**src/rtl/accum_scheduler_if.sv**
```systemverilog
// accum_scheduler_if: request, element-stream and result signals of the shared reduction scheduler
interface accum_scheduler_if #(
    parameter int data_width = 16,
    parameter int NUM_REQ    = 4,
    parameter int MAX_LEN    = 64,
    parameter int LW         = $clog2(MAX_LEN + 1),
    parameter int IW         = $clog2(NUM_REQ)
);
    logic [NUM_REQ-1:0]                 req_valid, req_ready, in_valid, in_ready;
    logic [NUM_REQ-1:0][LW-1:0]         req_len;
    logic [NUM_REQ-1:0][data_width-1:0] in_data;
    logic                               out_valid, out_ready, busy;
    logic [data_width-1:0]              out_data;
    logic [IW-1:0]                      out_id;
    modport master (
        output req_valid, req_len, in_valid, in_data, out_ready,
        input  req_ready, in_ready, out_valid, out_data, out_id, busy
    );
    modport slave (
        input  req_valid, req_len, in_valid, in_data, out_ready,
        output req_ready, in_ready, out_valid, out_data, out_id, busy
    );
endinterface

```
**src/rtl/accum_scheduler.sv**
```systemverilog
// accum_scheduler: round-robin arbiter streaming requesters' FP16 elements through one shared adder
module new_fp16_add (
    input  logic [31:0] ab_i,
    output logic [15:0] sum_o
);
    logic [15:0] a, b, x, y;
    logic [4:0]  ex, ey, d, lz, sh;
    logic [13:0] mx, my, my_sh, msk, n;
    logic [14:0] s, rnd;
    logic [5:0]  e;
    logic        sub, up, a_nan, b_nan, a_inf, b_inf;
    always_comb begin
        a     = ab_i[31:16];
        b     = ab_i[15:0];
        x     = (a[14:0] >= b[14:0]) ? a : b;
        y     = (a[14:0] >= b[14:0]) ? b : a;
        ex    = (x[14:10] == 5'd0) ? 5'd1 : x[14:10];
        ey    = (y[14:10] == 5'd0) ? 5'd1 : y[14:10];
        mx    = {x[14:10] != 5'd0, x[9:0], 3'b000};
        my    = {y[14:10] != 5'd0, y[9:0], 3'b000};
        d     = ex - ey;
        msk   = ~(14'h3FFF << d);
        // bits shifted out of the smaller operand collapse into a sticky lsb
        my_sh = (my >> d) | {13'd0, |(my & msk)};
        sub   = x[15] ^ y[15];
        s     = sub ? {1'b0, mx} - {1'b0, my_sh} : {1'b0, mx} + {1'b0, my_sh};
        lz    = 5'd14;
        for (int i = 0; i < 14; i++) if (s[i]) lz = 5'(13 - i);
        sh    = (lz < ex - 5'd1) ? lz : ex - 5'd1;
        n     = s[14] ? {s[14:2], s[1] | s[0]} : s[13:0] << sh;
        e     = s[14] ? {1'b0, ex} + 6'd1 : {1'b0, ex - sh};
        e     = n[13] ? e : 6'd0;
        up    = n[2] & (n[1] | n[0] | n[3]);
        rnd   = {e[4:0], n[12:3]} + {14'd0, up};
        a_nan = (&a[14:10]) & (|a[9:0]);
        b_nan = (&b[14:10]) & (|b[9:0]);
        a_inf = (&a[14:10]) & ~(|a[9:0]);
        b_inf = (&b[14:10]) & ~(|b[9:0]);
        sum_o = (a_nan | b_nan | (a_inf & b_inf & sub)) ? 16'h7E00 :
                a_inf                                   ? a :
                b_inf                                   ? b :
                (s == 15'd0)                            ? {x[15] & y[15], 15'd0} :
                (e >= 6'd31)                            ? {x[15], 15'h7C00} :
                                                          {x[15], rnd};
    end
endmodule

module accum_scheduler #(
    parameter int data_width = 16,
    parameter int NUM_REQ    = 4,
    parameter int MAX_LEN    = 64
) (
    input logic              clk,
    input logic              rst,
    accum_scheduler_if.slave bus
);
    localparam int LW = $clog2(MAX_LEN + 1);
    localparam int IW = $clog2(NUM_REQ);
    typedef enum logic [1:0] {IDLE, ACC, OUT} state_t;
    state_t                state_q, state_d;
    logic [data_width-1:0] acc_q, acc_d, sum;
    logic [LW-1:0]         cnt_q, cnt_d, len_q, len_d, glen;
    logic [IW-1:0]         id_q, id_d, rr_q, rr_d, gid;
    logic                  gnt;
    new_fp16_add u_add (.ab_i({acc_q, bus.in_data[id_q]}), .sum_o(sum));
    // descending scan so the requester closest after rr_q wins
    always_comb begin
        gnt = 1'b0;
        gid = '0;
        for (int k = NUM_REQ; k >= 1; k--) begin
            if (bus.req_valid[IW'((int'(rr_q) + k) % NUM_REQ)]) begin
                gnt = 1'b1;
                gid = IW'((int'(rr_q) + k) % NUM_REQ);
            end
        end
        glen = (bus.req_len[gid] > LW'(MAX_LEN)) ? LW'(MAX_LEN) : bus.req_len[gid];
    end
    always_comb begin
        state_d       = state_q;
        acc_d         = acc_q;
        cnt_d         = cnt_q;
        len_d         = len_q;
        id_d          = id_q;
        rr_d          = rr_q;
        bus.req_ready = '0;
        bus.in_ready  = '0;
        case (state_q)
            IDLE: if (gnt) begin
                bus.req_ready = NUM_REQ'(1) << gid;
                id_d          = gid;
                len_d         = glen;
                acc_d         = '0;
                cnt_d         = '0;
                state_d       = (glen == '0) ? OUT : ACC;
            end
            ACC: begin
                bus.in_ready = NUM_REQ'(1) << id_q;
                if (bus.in_valid[id_q]) begin
                    acc_d   = sum;
                    cnt_d   = cnt_q + LW'(1);
                    state_d = (cnt_q == len_q - LW'(1)) ? OUT : ACC;
                end
            end
            OUT: if (bus.out_ready) begin
                rr_d    = id_q;
                state_d = IDLE;
            end
            default: state_d = IDLE;
        endcase
    end
    always_ff @(posedge clk or negedge rst) begin
        if (!rst) begin
            state_q <= IDLE;
            acc_q   <= '0;
            cnt_q   <= '0;
            len_q   <= '0;
            id_q    <= '0;
            rr_q    <= IW'(NUM_REQ - 1);
        end else begin
            state_q <= state_d;
            acc_q   <= acc_d;
            cnt_q   <= cnt_d;
            len_q   <= len_d;
            id_q    <= id_d;
            rr_q    <= rr_d;
        end
    end
    assign bus.out_valid = (state_q == OUT);
    assign bus.out_data  = bus.out_valid ? acc_q : '0;
    assign bus.out_id    = bus.out_valid ? id_q : '0;
    assign bus.busy      = (state_q != IDLE);
endmodule

```
**src/flat_wrapper.sv**
```systemverilog
// flat-port wrapper written by rule: the top's interface ports become plain ports
module accum_scheduler_flat 
#(
    parameter int data_width = 16,
    parameter int NUM_REQ    = 4,
    parameter int MAX_LEN    = 64
)
  (clk, rst, bus_req_valid, bus_req_len, bus_in_valid, bus_in_data, bus_out_ready, bus_req_ready, bus_in_ready, bus_out_valid, bus_out_data, bus_out_id, bus_busy);
  accum_scheduler_if #(.data_width(data_width), .NUM_REQ(NUM_REQ), .MAX_LEN(MAX_LEN)) bus_i ();
  input logic clk;
  input logic rst;
  input wire logic [$bits(bus_i.req_valid)-1:0] bus_req_valid;
  input wire logic [$bits(bus_i.req_len)-1:0] bus_req_len;
  input wire logic [$bits(bus_i.in_valid)-1:0] bus_in_valid;
  input wire logic [$bits(bus_i.in_data)-1:0] bus_in_data;
  input wire logic [$bits(bus_i.out_ready)-1:0] bus_out_ready;
  output wire logic [$bits(bus_i.req_ready)-1:0] bus_req_ready;
  output wire logic [$bits(bus_i.in_ready)-1:0] bus_in_ready;
  output wire logic [$bits(bus_i.out_valid)-1:0] bus_out_valid;
  output wire logic [$bits(bus_i.out_data)-1:0] bus_out_data;
  output wire logic [$bits(bus_i.out_id)-1:0] bus_out_id;
  output wire logic [$bits(bus_i.busy)-1:0] bus_busy;
  assign bus_i.req_valid = bus_req_valid;
  assign bus_i.req_len = bus_req_len;
  assign bus_i.in_valid = bus_in_valid;
  assign bus_i.in_data = bus_in_data;
  assign bus_i.out_ready = bus_out_ready;
  assign bus_req_ready = bus_i.req_ready;
  assign bus_in_ready = bus_i.in_ready;
  assign bus_out_valid = bus_i.out_valid;
  assign bus_out_data = bus_i.out_data;
  assign bus_out_id = bus_i.out_id;
  assign bus_busy = bus_i.busy;
  accum_scheduler #(.data_width(data_width), .NUM_REQ(NUM_REQ), .MAX_LEN(MAX_LEN)) u_core (.clk(clk), .rst(rst), .bus(bus_i));
endmodule
```
**config.mk**
```make
export PLATFORM = sky130hd
export DESIGN_NAME = accum_scheduler_flat
export DESIGN_NICKNAME = d
export VERILOG_FILES = /design/src/rtl/accum_scheduler_if.sv /design/src/rtl/accum_scheduler.sv /design/src/flat_wrapper.sv
export SDC_FILE = /design/constraint.sdc
export NUM_CORES = 1
export LEC_CHECK = 0
export ABC_AREA = 0
export CAP_MARGIN = 25
export CORE_MARGIN = 2
export CORE_UTILIZATION = 45
export DETAILED_ROUTE_END_ITERATION = 8
export PLACE_DENSITY_LB_ADDON = 0.15
export REMOVE_ABC_BUFFERS = 1
export SLEW_MARGIN = 15
export SYNTH_ARGS = -nofsm -noshare
export SYNTH_HDL_FRONTEND = slang
export SYNTH_SLANG_ARGS = --single-unit
```
**constraint.sdc**
```tcl
create_clock -name clk -period 14.5 [get_ports clk]
set_input_delay 3.625 -clock clk [delete_from_list [all_inputs] [get_ports clk]]
set_output_delay 3.625 -clock clk [all_outputs]
set_load 0.005 [all_outputs]
```
---- Word level (Yosys, flattened, before mapping) ----
Cells that the tools add are included.
word-level totals
  bits of input ports ..................... 103
  output and inout bits ................... 28
  flip-flop bits (word level) ............. 36
  word-level logic and storage cells ...... 151
operators by class
  equal/unequal tests ..................... 7
  bitwise operators ....................... 19
  muxes and demuxes ....................... 72
  shift operators ......................... 5
  reductions and logical operators ........ 19
  $lt $le $gt $ge ......................... 10
  add/sub/neg operators ................... 13
operators with widths
  cell                     number
  $mux W16                 10
  $mux W5                  16
  $bmux W16 S2             1
  $pmux W16 S2             1
  $mux W15                 2
  $mux W7                  4
  $mux W2                  11
  $reduce_or A10 Y1        2
  $lt A2 B4 Y1 const B     4
  $add A14 B14 Y15         1
  $add A15 B1 Y15          1
  $ge A15 B15 Y1           1
  $logic_not A15 Y1        1
  $sub A14 B14 Y15         1
  $and A14 B14 Y14         1
  $bmux W7 S2              1
  $mux W14                 1
  $not A14 Y14             1
  $or A14 B1 Y14           1
  $pmux W7 S2              1
  $reduce_or A14 Y1        1
  $shl A14 B5 Y14          1
  $shl A14 B5 Y14 const A  1
  $shr A14 B5 Y14          1
  other kinds (36)         79

---- Logic depth before layout (Yosys ltp) ----
Gate-level depths: netlist (run 1).
  word-level depth ........................ 43
  gate-level depth with buffers ........... 66
  gate-level depth less buffers ........... 56

---- Cells and area by module ----
From an unflattened synthesis (run 1), not the netlist that was laid out.
second synthesis, totals
  cell total of the unflattened synthesis .. 1164
  area total of the unflattened synthesis .. 8693.3 µm²
by module, submodules not included
  module           seq. area each (µm²)  instances  area an instance (µm²)  cells each
  new_fp16_add     0.0                   1          5987.0                  890
  accum_scheduler  903.4                 1          2706.3                  274

---- Worst setup path before layout (run 1) ----
Ideal clock, no wire load.
  path kind ............................... input to register
  start point ............................. in bus_in_data[56]
  end point ............................... reg u_core.acc_q[0]
  data required time ...................... 14379 ps
  stages .................................. 54
  data arrival time ....................... 15327 ps
  path buffers ............................ 9
  library setup time ...................... 121 ps
  path slack .............................. -948 ps
  cell sequence ........................... mux4_2 inv_2 ha_1 a21o_1 a221o_1 a211oi_4 o21a_4 buf_8 buf_8 clkbuf_1 mux2i_1 inv_1 fa_1 xor2_1 clkbuf_1 clkbuf_1 mux4_2 nand2_1 (+18 left out) or2_2 buf_1 nand2_1 or4_1 o2111ai_1 o31ai_4 mux2_4 inv_2 buf_6 ha_1 xnor2_1 o21ai_0 or4_1 o22ai_1 a31oi_1 and3_1 buf_2 a22o_1
on the way
  cells in the longest elaborated chain, start to end .. 43
  elaborated cells on any way between the ends .. 69
  classes of those cells .................. add/sub (7); order compare (3); eq/ne (1); shift (3); mux (32); bitwise (15); reduce/logical (8)
ends and longest elaborated chain
  item                                        RTL line                                      text
  start: declaration                          flat_wrapper.sv:15                            input wire logic [$bits(bus_i.in_data)-1:0] bus_in_data;
  $bmux W16 S2 *                              accum_scheduler.sv:65                         new_fp16_add u_add (.ab_i({acc_q, bus.in_data[id_q]}), .sum_o(sum));
  $mux W16 (implied by the code) *            accum_scheduler.sv:65
  $ge A15 B15 Y1                              accum_scheduler.sv:15, accum_scheduler.sv:16
  $mux W16, on equally long branches          accum_scheduler.sv:15, accum_scheduler.sv:16
  $logic_not A5 Y1, on equally long branches  accum_scheduler.sv:17, accum_scheduler.sv:18
  $mux W5, on equally long branches           accum_scheduler.sv:17, accum_scheduler.sv:18
  $sub A5 B5 Y5                               accum_scheduler.sv:21                         d = ex - ey;
  $shl A14 B5 Y14                             accum_scheduler.sv:22                         msk = ~(14'h3FFF << d);
  (+27 left out)                              --
  $add A15 B1 Y15                             accum_scheduler.sv:34                         rnd = {e[4:0], n[12:3]} + {14'd0, up};
  $mux W15                                    accum_scheduler.sv:43                         (e >= 6'd31) ? {x[15], 15'h7C00} :
  $mux W16                                    accum_scheduler.sv:42                         (s == 15'd0) ? {x[15] & y[15], 15'd0} :
  $mux W16                                    accum_scheduler.sv:41                         b_inf ? b :
  $mux W16                                    accum_scheduler.sv:40                         a_inf ? a :
  $mux W16                                    accum_scheduler.sv:39                         sum_o = (a_nan | b_nan | (a_inf & b_inf & sub)) ? 16'h7E00 :
  $mux W16                                    accum_scheduler.sv:98                         if (bus.in_valid[id_q]) begin
  $pmux W16 S2                                accum_scheduler.sv:87                         case (state_q)
  end signal: assignment                      accum_scheduler.sv:114                        acc_q <= '0;
  end signal: assignment                      accum_scheduler.sv:121                        acc_q <= acc_d;
  end: declaration                            accum_scheduler.sv:61                         logic [data_width-1:0] acc_q, acc_d, sum;
Every way passes the cells marked *; elsewhere a longest branch is shown, timed or not. The select of a mux whose other input is x is not followed.
A chain may end at the register's enable or synchronous reset.

---- Worst setup path after layout (run 1) ----
  start point ............................. in bus_in_data[58]
  end point ............................... reg u_core.acc_q[5]
Same word-level chain as after synthesis.

==> results of run 1 <==
sequential cells by signal, summed over array words and instances, names as in the netlist:
register / count
u_core.acc_q: 16
u_core.cnt_q: 7
u_core.len_q: 7
u_core.id_q: 2
u_core.rr_q: 2
u_core.state_q: 2
path summary, 6_finish.rpt:
check,end,slack [ns],cells past startpoint
max in group asynchronous,u_core.cnt_q[1],10.57,1
hold / removal,u_core.len_q[5],0.52,2
hold reg to reg,u_core.len_q[5],0.52,2
setup / recovery,u_core.acc_q[5],0.20,54
setup reg to reg,u_core.acc_q[5],2.73,54
min in group asynchronous,u_core.len_q[0],3.42,1
what timing repair did:
item / 4_1_cts / 5_1_grt
resized for setup: 22 / 126
setup endpoints to repair: 15 / 15
setup buffers: 4 / 26
pin swaps: 8 / 57
cloned: 1 / 2
hold buffers: 0 / 0
kinds of logic (layout without fill, tap and decap cells):
kind of cell	after synthesis	after routing	synth area share, %
adder cells (fa/ha/maj)	58	58	9.33
flip-flops	36	36	11.3
XOR/XNOR	46	46	5.37
buffers and inverters	126	464	6.80
AO/OA/AOI/OAI	326	326	28.8
AND/OR/NAND/NOR	384	385	24.0
multiplexers	87	87	14.5
worst max-delay path: cells and delay by family:
family / cells / cell delay (ns)
AND/OR/NAND/NOR: 11 / 1.70
buffers and inverters: 6 / 0.94
adder cells (fa/ha/maj): 6 / 1.66
XOR/XNOR: 1 / 0.17
AO/OA/AOI/OAI: 23 / 4.21
multiplexers: 7 / 2.19
cell type report:
| cell class | count | area share [%] |
|---|---|---|
| clock buffer | 8 | 1.20 |
| tap | 225 | 2.31 |
| sequential | 36 | 7.40 |
| timing repair buffer | 390 | 27.5 |
| inverter | 66 | 2.13 |
| multi-input combinational | 902 | 59.5 |
metal layers:
layer / GRT usage [%] / up-vias / routed length, um
met5: 0 / - / 0
met4: 9.45 / 0 / 1100
met3: 3.68 / 90 / 1850
met2: 55.9 / 356 / 15400
met1: 42.0 / 4714 / 13200
li1: - / 4672 / -
stage by stage:
step	util (%)	worst slack [ns]	setup TNS, ns
after floorplan	-	-0.861	-11.48
after global placement	63.8	-0.358	-5.07
after detailed placement	63.8	-0.699	-9.84
after CTS	65.7	0.00887	0
after global routing	70.3	-0.288	-3.55
final	70.3	0.197	0
cells in the mapped netlist, types with 21 or more instances:
master	instances	area, sq um
xnor2_1	25	219
a21oi_1	80	400
ha_1	55	688
nand2_1	114	428
dfrtp_1	34	851
inv_1	61	229
clkbuf_1	37	139
and3_1	27	169
nor2_1	70	263
o21ai_0	66	330
mux2i_1	50	500
nand3_1	40	200
nor3_1	27	135
o211ai_1	21	158
cell usage in the layout (no fill, tap or decap), drive strengths merged, types with 16 or more instances in the layout:
cell type	instances
a21oi	81
and3	28
buf	260
clkdlybuf4s50	124
dfrtp	34
ha	55
inv	64
mux2	16
mux2i	51
mux4	20
nand2	118
nand3	40
nor2	72
nor2b	16
nor3	28
nor4	16
o211ai	22
o21ai	74
xnor2	25
xor2	19
==> impl_metrics.ini, run 1 <==
[final_layout]
final_area_sq_mm = 0.0122
layout-area-overhead-vs-synth_pct = 52.2
area_of_the_multi_input_gates_sq_mm = 0.00726
num_antenna_cells = 0
post_route_cells_drive_above_1_share_pct = 31.5
seq_area_sq_um = 903
fillCellCount = 1443
final_nets = 1562
final_cell_count_no_fill = 1627

[global_routing]
grt_pass1_wl_um = 48100
number_of_global_route_vias_before_repair = 9347
track_usage_pct = 32.2
grt_overflow = 0
initial_antenna_violation_count = 0
grt_max_degree = 37

[placement]
routabilityCongestion = 0.966
dp.cells = 1588
buffer_ports.inserted = 130
post_dp_cell_area_sq_mm = 0.0111
place.detailed.hpwl_um = 24500

[logic_synthesis]
synthesis.instances = 1063
synth-edff-count = 0
dominantRegCellSynth = dfrtp_1
yosys_warnings = 0
synth_sequential_area_ratio_pct = 11.3
yosysUniqueCellTypes = 101
syn_avg_cell_area_sq_um = 7.55
postSynthRegisterBits = 36
netlist_area_pre_place_sq_mm = 0.00802
async_flop_share_pct = 100

[die]
die_y_um = 138
initial_utilization_pct = 46.2
die_w_um = 138
core_footprint_sq_mm = 0.0174
io-pin-count = 131
die-area_sq_mm = 0.0189
std_cell_rows = 48

[clock_network]
clkSinkCount = 36
clock_tree_from_tritoncts = built
path_clk_slew_ns = 0.05
clk_latency_ns = 0.28
clk_path_buf_depth = 2
clock_tree.root_cell = clkbuf_16
cts_inserted_buffers = 5
cts_max_level = 2

[timing]
hold_violations = 0
worstMarginPinSlew_ns = 0.980
finalWorstPathRequiredPeriod_ns = 14.30
timing_max_transition_violations_final = 0
relSlewSlack_pct = 34.7
max_clock_freq_mhz = 69.9
final.setup_skew_ns = 0.00471
finalHoldWorstSlack_ns = 0.515
finalSetupViolations = 0
min_period_over_period_pct = 98.6

[detailed_routing]
drt-vias-per-instance = 6.04
wl_per_cell_um = 19.4
dr.pass1.iters = 6
drc = 0
antenna_left = 0
number_of_vias_after_detailed_routing = 9832
drt_iter0_markers = 714
drt_wl_total_um = 31600

[critical_path]
critical_path_required_ns = 14.71
worst_ep_arrival_time_ns = 14.52
maximum_single_stage_delay_on_the_critical_path_ns = 0.50
critPathCaptureType = flip-flop
cp-startpoint = bus_in_data[58]
timing.critical_path.slowest_stage_cell = mux4_2
reg2reg_from = u_core.id_q[0]
cp-start-kind = primary input
critPathMostFrequentCell = a21oi_2
path_class = in -> reg
crit_fanout = 8

[job]
max_cap_viol_count = 0

[status]
outcome = finished clean

[worst_hold_path]
min_path_type = reg -> reg
holdCritStartpoint = u_core.len_q[5]
Power of run 1 is not shown: default switching activity piles up to over one toggle a cycle in this logic, so the estimate is an artifact.
==> run 2: changes to the inputs <==
- clock period: 14.5 -> 12.9 ns (I/O delays scaled with it)
==> impl_metrics.ini, run 2 (synthesis gave the netlist of run 1 again) <==
[timing]
worst_slack_ns = -0.972
max_clock_freq_mhz = 72.1
timing_max_transition_violations_final = 0
relSlewSlack_pct = 41.0
hold_violations = 0
final.setup_skew_ns = 0.00312
grt_setup_unrepaired = yes
worstMarginPinSlew_ns = 0.885
min_period_over_period_pct = 108
finalWorstPathRequiredPeriod_ns = 13.87
finalSetupViolations = 15
finalHoldWorstSlack_ns = 0.498

[clock_network]
clkSinkCount = 36
clock_tree_from_tritoncts = built
cts_inserted_buffers = 5
cts_max_level = 2
clock_tree.root_cell = clkbuf_16
clk_path_buf_depth = 2
clk_latency_ns = 0.28
path_clk_slew_ns = 0.06

[final_layout]
final_nets = 1698
num_antenna_cells = 0
final_area_sq_mm = 0.0135
fillCellCount = 1137
reg.largest.list = u_core.acc_q: 16 flops, u_core.cnt_q: 7 flops, u_core.len_q: 7 flops
largest_register_ffs = 16
final_core_utilization_pct = 77.7
layout.cells.most_common_list = 378 x buf_4, 109 x nand2_1, 87 x clkdlybuf4s50_1
post_route_cells_drive_above_1_share_pct = 41.1
layout-area-overhead-vs-synth_pct = 68.1
layout_commonest_cell = buf_4
registers.top_by_ff_count = u_core.acc_q

[placement]
placement.setup.worst_slack_ns = -1.77
place.detailed.hpwl_um = 24700
post_dp_cell_area_sq_mm = 0.0114
buffer_ports.inserted = 130
routabilityCongestion = 0.979

[global_routing]
number_of_global_route_vias_before_repair = 10501
track_usage_pct = 35.8
grt_overflow = 0
grt_max_degree = 37
grt_pass1_wl_um = 53500
initial_antenna_violation_count = 0

[critical_path]
maximum_single_stage_delay_on_the_critical_path_ns = 0.56
reg2regPathDepth = 53
critPathMostFrequentCell = buf_4
crit_fanout = 6
critPathCaptureType = flip-flop
critical_path_required_ns = 13.07
timing.critical_path.slowest_stage_cell = or4_4
worst_ep_arrival_time_ns = 14.04
path_class = in -> reg
cp-start-kind = primary input

[die]
die-area_sq_mm = 0.0189
io-pin-count = 131
initial_utilization_pct = 46.2
std_cell_rows = 48
die_w_um = 138
core_footprint_sq_mm = 0.0174
die_y_um = 138

[detailed_routing]
number_of_vias_after_detailed_routing = 11033
drt_wl_total_um = 37400
drc = 0
wl_per_cell_um = 21.2
dr.pass1.iters = 8
antenna_left = 0
drt-vias-per-instance = 6.26
drt_iter0_markers = 1145

[status]
violations = negative setup slack
outcome = complete, but fails checks

[job]
max_cap_viol_count = 0

[worst_hold_path]
min_path_type = reg -> reg
min_path_cells = 2
run 2: repair_timing:
item                       4_1_cts  5_1_grt
pin swaps                       55       76
resized for setup              185       88
hold buffers                     0        0
setup endpoints to repair       15       15
setup buffers                   87       38
gates cloned                     2        0
run 2: path summary, 6_finish.rpt:
path,startpoint,endpoint,slack [ns]
min in group asynchronous,rst,u_core.len_q[4],3.03
worst max register to register,u_core.id_q[0],u_core.acc_q[3],0.97
max in group asynchronous,rst,u_core.acc_q[7],9.35
worst max-delay path,bus_in_data[5],u_core.acc_q[3],-0.97
worst min-delay path,u_core.len_q[6],u_core.len_q[6],0.50
worst min register to register,u_core.len_q[6],u_core.len_q[6],0.50
run 2: layout make-up:
cell class / count / area [sq um] / share of cell area [%]
inverter: 66 / 258 / 1.91
clock inverter: 3 / 90.1 / 0.668
timing repair buffer: 526 / 4380 / 32.5
sequential: 36 / 903 / 6.70
tap: 225 / 282 / 2.09
clock buffer: 5 / 125 / 0.928
multi-input combinational: 902 / 7450 / 55.2
run 2: metal layers:
metal,GRT usage (%),vias up,part of all wire [%]
li1,-,4937,-
met1,43.9,5264,38
met2,62.1,636,48
met3,5.41,196,7.9
met4,15.9,0,5.8
met5,0,-,0
run 2: per-stage QoR:
stage	std cells	setup TNS, ns
2_1_floorplan	1003	-29.48
3_3_place_gp	1629	-22.65
3_5_place_dp	1629	-25.93
4_1_cts	1726	-4.54
5_1_grt	1763	-20.48
6_report	1763	-14.06
run 2: critical path: cells and delay by family:
kind / cells / cell delay, ns
AOI/OAI and AO/OA: 20 / 3.21
and+or+nand+nor: 12 / 2.67
buffers and inverters: 12 / 1.81
adders and majority gates: 6 / 1.59
muxes: 4 / 1.29
xor gates and xnor gates: 1 / 0.16
Power of run 2 is left out for the same reason.
==> run 3: changes to the inputs <==
- CTS_BUF_LIST: not set -> sky130_fd_sc_hd__clkbuf_4
==> impl_metrics.ini, run 3 (synthesis gave the netlist of run 1 again) <==
[final_layout]
layout.cells.most_common_list = 370 x buf_4, 108 x nand2_1, 87 x clkdlybuf4s50_1
reg.largest.list = u_core.acc_q: 16 flops, u_core.cnt_q: 7 flops, u_core.len_q: 7 flops
final_area_sq_mm = 0.0134
num_antenna_cells = 0
final_nets = 1693
final_core_utilization_pct = 77.4
registers.top_by_ff_count = u_core.acc_q
largest_register_ffs = 16
layout_commonest_cell = buf_4
post_route_cells_drive_above_1_share_pct = 40.8
layout-area-overhead-vs-synth_pct = 67.5

[status]
violations = negative setup slack
outcome = complete, but fails checks

[critical_path]
timing.critical_path.slowest_stage_cell = or4_4
maximum_single_stage_delay_on_the_critical_path_ns = 0.61
worst_ep_arrival_time_ns = 14.00
path_class = in -> reg
critical_path_required_ns = 13.13
reg2regPathDepth = 52
crit_fanout = 6
critPathMostFrequentCell = a21oi_2
cp-start-kind = primary input
critPathCaptureType = flip-flop

[global_routing]
gr-max-usage-layer = met2
use_met2_pct = 61.3
gr-usage-met3_pct = 6.25
track_usage_pct = 35.9
grt_overflow = 0
grt_max_degree = 37
number_of_global_route_vias_before_repair = 10609
grt_pass1_wl_um = 53600
globalRouteMet1Util_pct = 43.2
initial_antenna_violation_count = 0

[clock_network]
clkSinkCount = 36
clk_path_buf_depth = 2
hold_buffers = 0
clock_tree.root_cell = clkbuf_4
clock_tree_from_tritoncts = built
cts_max_level = 2
cts_inserted_buffers = 5
path_clk_slew_ns = 0.11
clk_latency_ns = 0.35

[die]
core_footprint_sq_mm = 0.0174
die_w_um = 138
io-pin-count = 131
std_cell_rows = 48
die_y_um = 138
initial_utilization_pct = 46.2
die-area_sq_mm = 0.0189

[timing]
final.setup_skew_ns = 0.00736
min_period_over_period_pct = 107
relSlewSlack_pct = 46.5
worst_slack_ns = -0.868
finalWorstPathRequiredPeriod_ns = 13.77
worstMarginPinSlew_ns = 0.803
timing_max_transition_violations_final = 0
max_clock_freq_mhz = 72.6
setup_total_negative_slack_ns = -11.72
hold_violations = 0
finalSetupViolations = 15
grt_setup_unrepaired = yes

[placement]
buffer_ports.inserted = 130
place.detailed.hpwl_um = 24700
post_dp_cell_area_sq_mm = 0.0114
routabilityCongestion = 0.979

[detailed_routing]
drt-vias-per-instance = 6.27
drc = 0
wl_per_cell_um = 20.6
number_of_vias_after_detailed_routing = 11024
antenna_left = 0
drt_wl_total_um = 36300
drt_iter0_markers = 1001
dr.pass1.iters = 5

[worst_hold_path]
min_path_cells = 2
min_path_type = reg -> reg

[job]
max_cap_viol_count = 0
==> run 3: changes by cell type in the layout (fill, tap and decap cells not counted), sizes merged <==
cell,delta
buf,-5
dlygate4sd2,+3
dlymetal6s2s,-3
==> run 3: path summary, 6_finish.rpt <==
| check | from | to | slack, ns |
|---|---|---|---|
| hold reg to reg | u_core.len_q[6] | u_core.len_q[6] | 0.51 |
| max in group asynchronous | rst | u_core.acc_q[13] | 9.45 |
| hold / removal | u_core.len_q[6] | u_core.len_q[6] | 0.51 |
| setup reg to reg | u_core.id_q[0] | u_core.acc_q[9] | 1.11 |
| setup / recovery | bus_in_data[20] | u_core.acc_q[9] | -0.87 |
| min in group asynchronous | rst | u_core.cnt_q[6] | 2.95 |
==> run 3: area by class of cell <==
cell class / instances / area (sq um)
sequential: 36 / 903
clock buffer: 5 / 37.5
inverter: 66 / 258
fill: 1155 / 3920
timing repair buffer: 521 / 4340
clock inverter: 3 / 90.1
multi-input combinational: 902 / 7520
tap: 225 / 282
==> run 3: critical path: cells and delay by family <==
kind / cells / cell delay [ns]
xor gates and xnor gates: 1 / 0.15
muxes: 7 / 2.30
adders and majority gates: 5 / 1.33
and+or+nand+nor: 11 / 2.24
AOI/OAI and AO/OA: 21 / 3.40
buffers and inverters: 8 / 1.31
==> run 3: routing by layer <==
| metal | wire, um | vias to the layer above |
|---|---|---|
| met1 | 13700 | 5211 |
| met2 | 17200 | 652 |
| met5 | 0 | - |
| met3 | 2990 | 229 |
| met4 | 2380 | 0 |
| li1 | - | 4932 |
==> run 3: stage by stage <==
step / hold slack (ns) / instances / setup slack [ns]
4_1_cts: 0.515 / 1736 / -0.276
2_1_floorplan: 0.469 / 1003 / -2.06
5_1_grt: 0.567 / 1758 / -1.20
6_report: 0.510 / 1758 / -0.868
3_5_place_dp: 0.490 / 1629 / -1.77
3_3_place_gp: 0.485 / 1629 / -1.54
==> run 3: timing repair <==
item / in CTS / in global routing
endpoints found under the setup margin: 15 / 15
pin swaps: 81 / 68
setup buffers: 97 / 23
gates cloned: 3 / 0
gates resized for setup: 221 / 71
Power of run 3 is left out for the same reason.
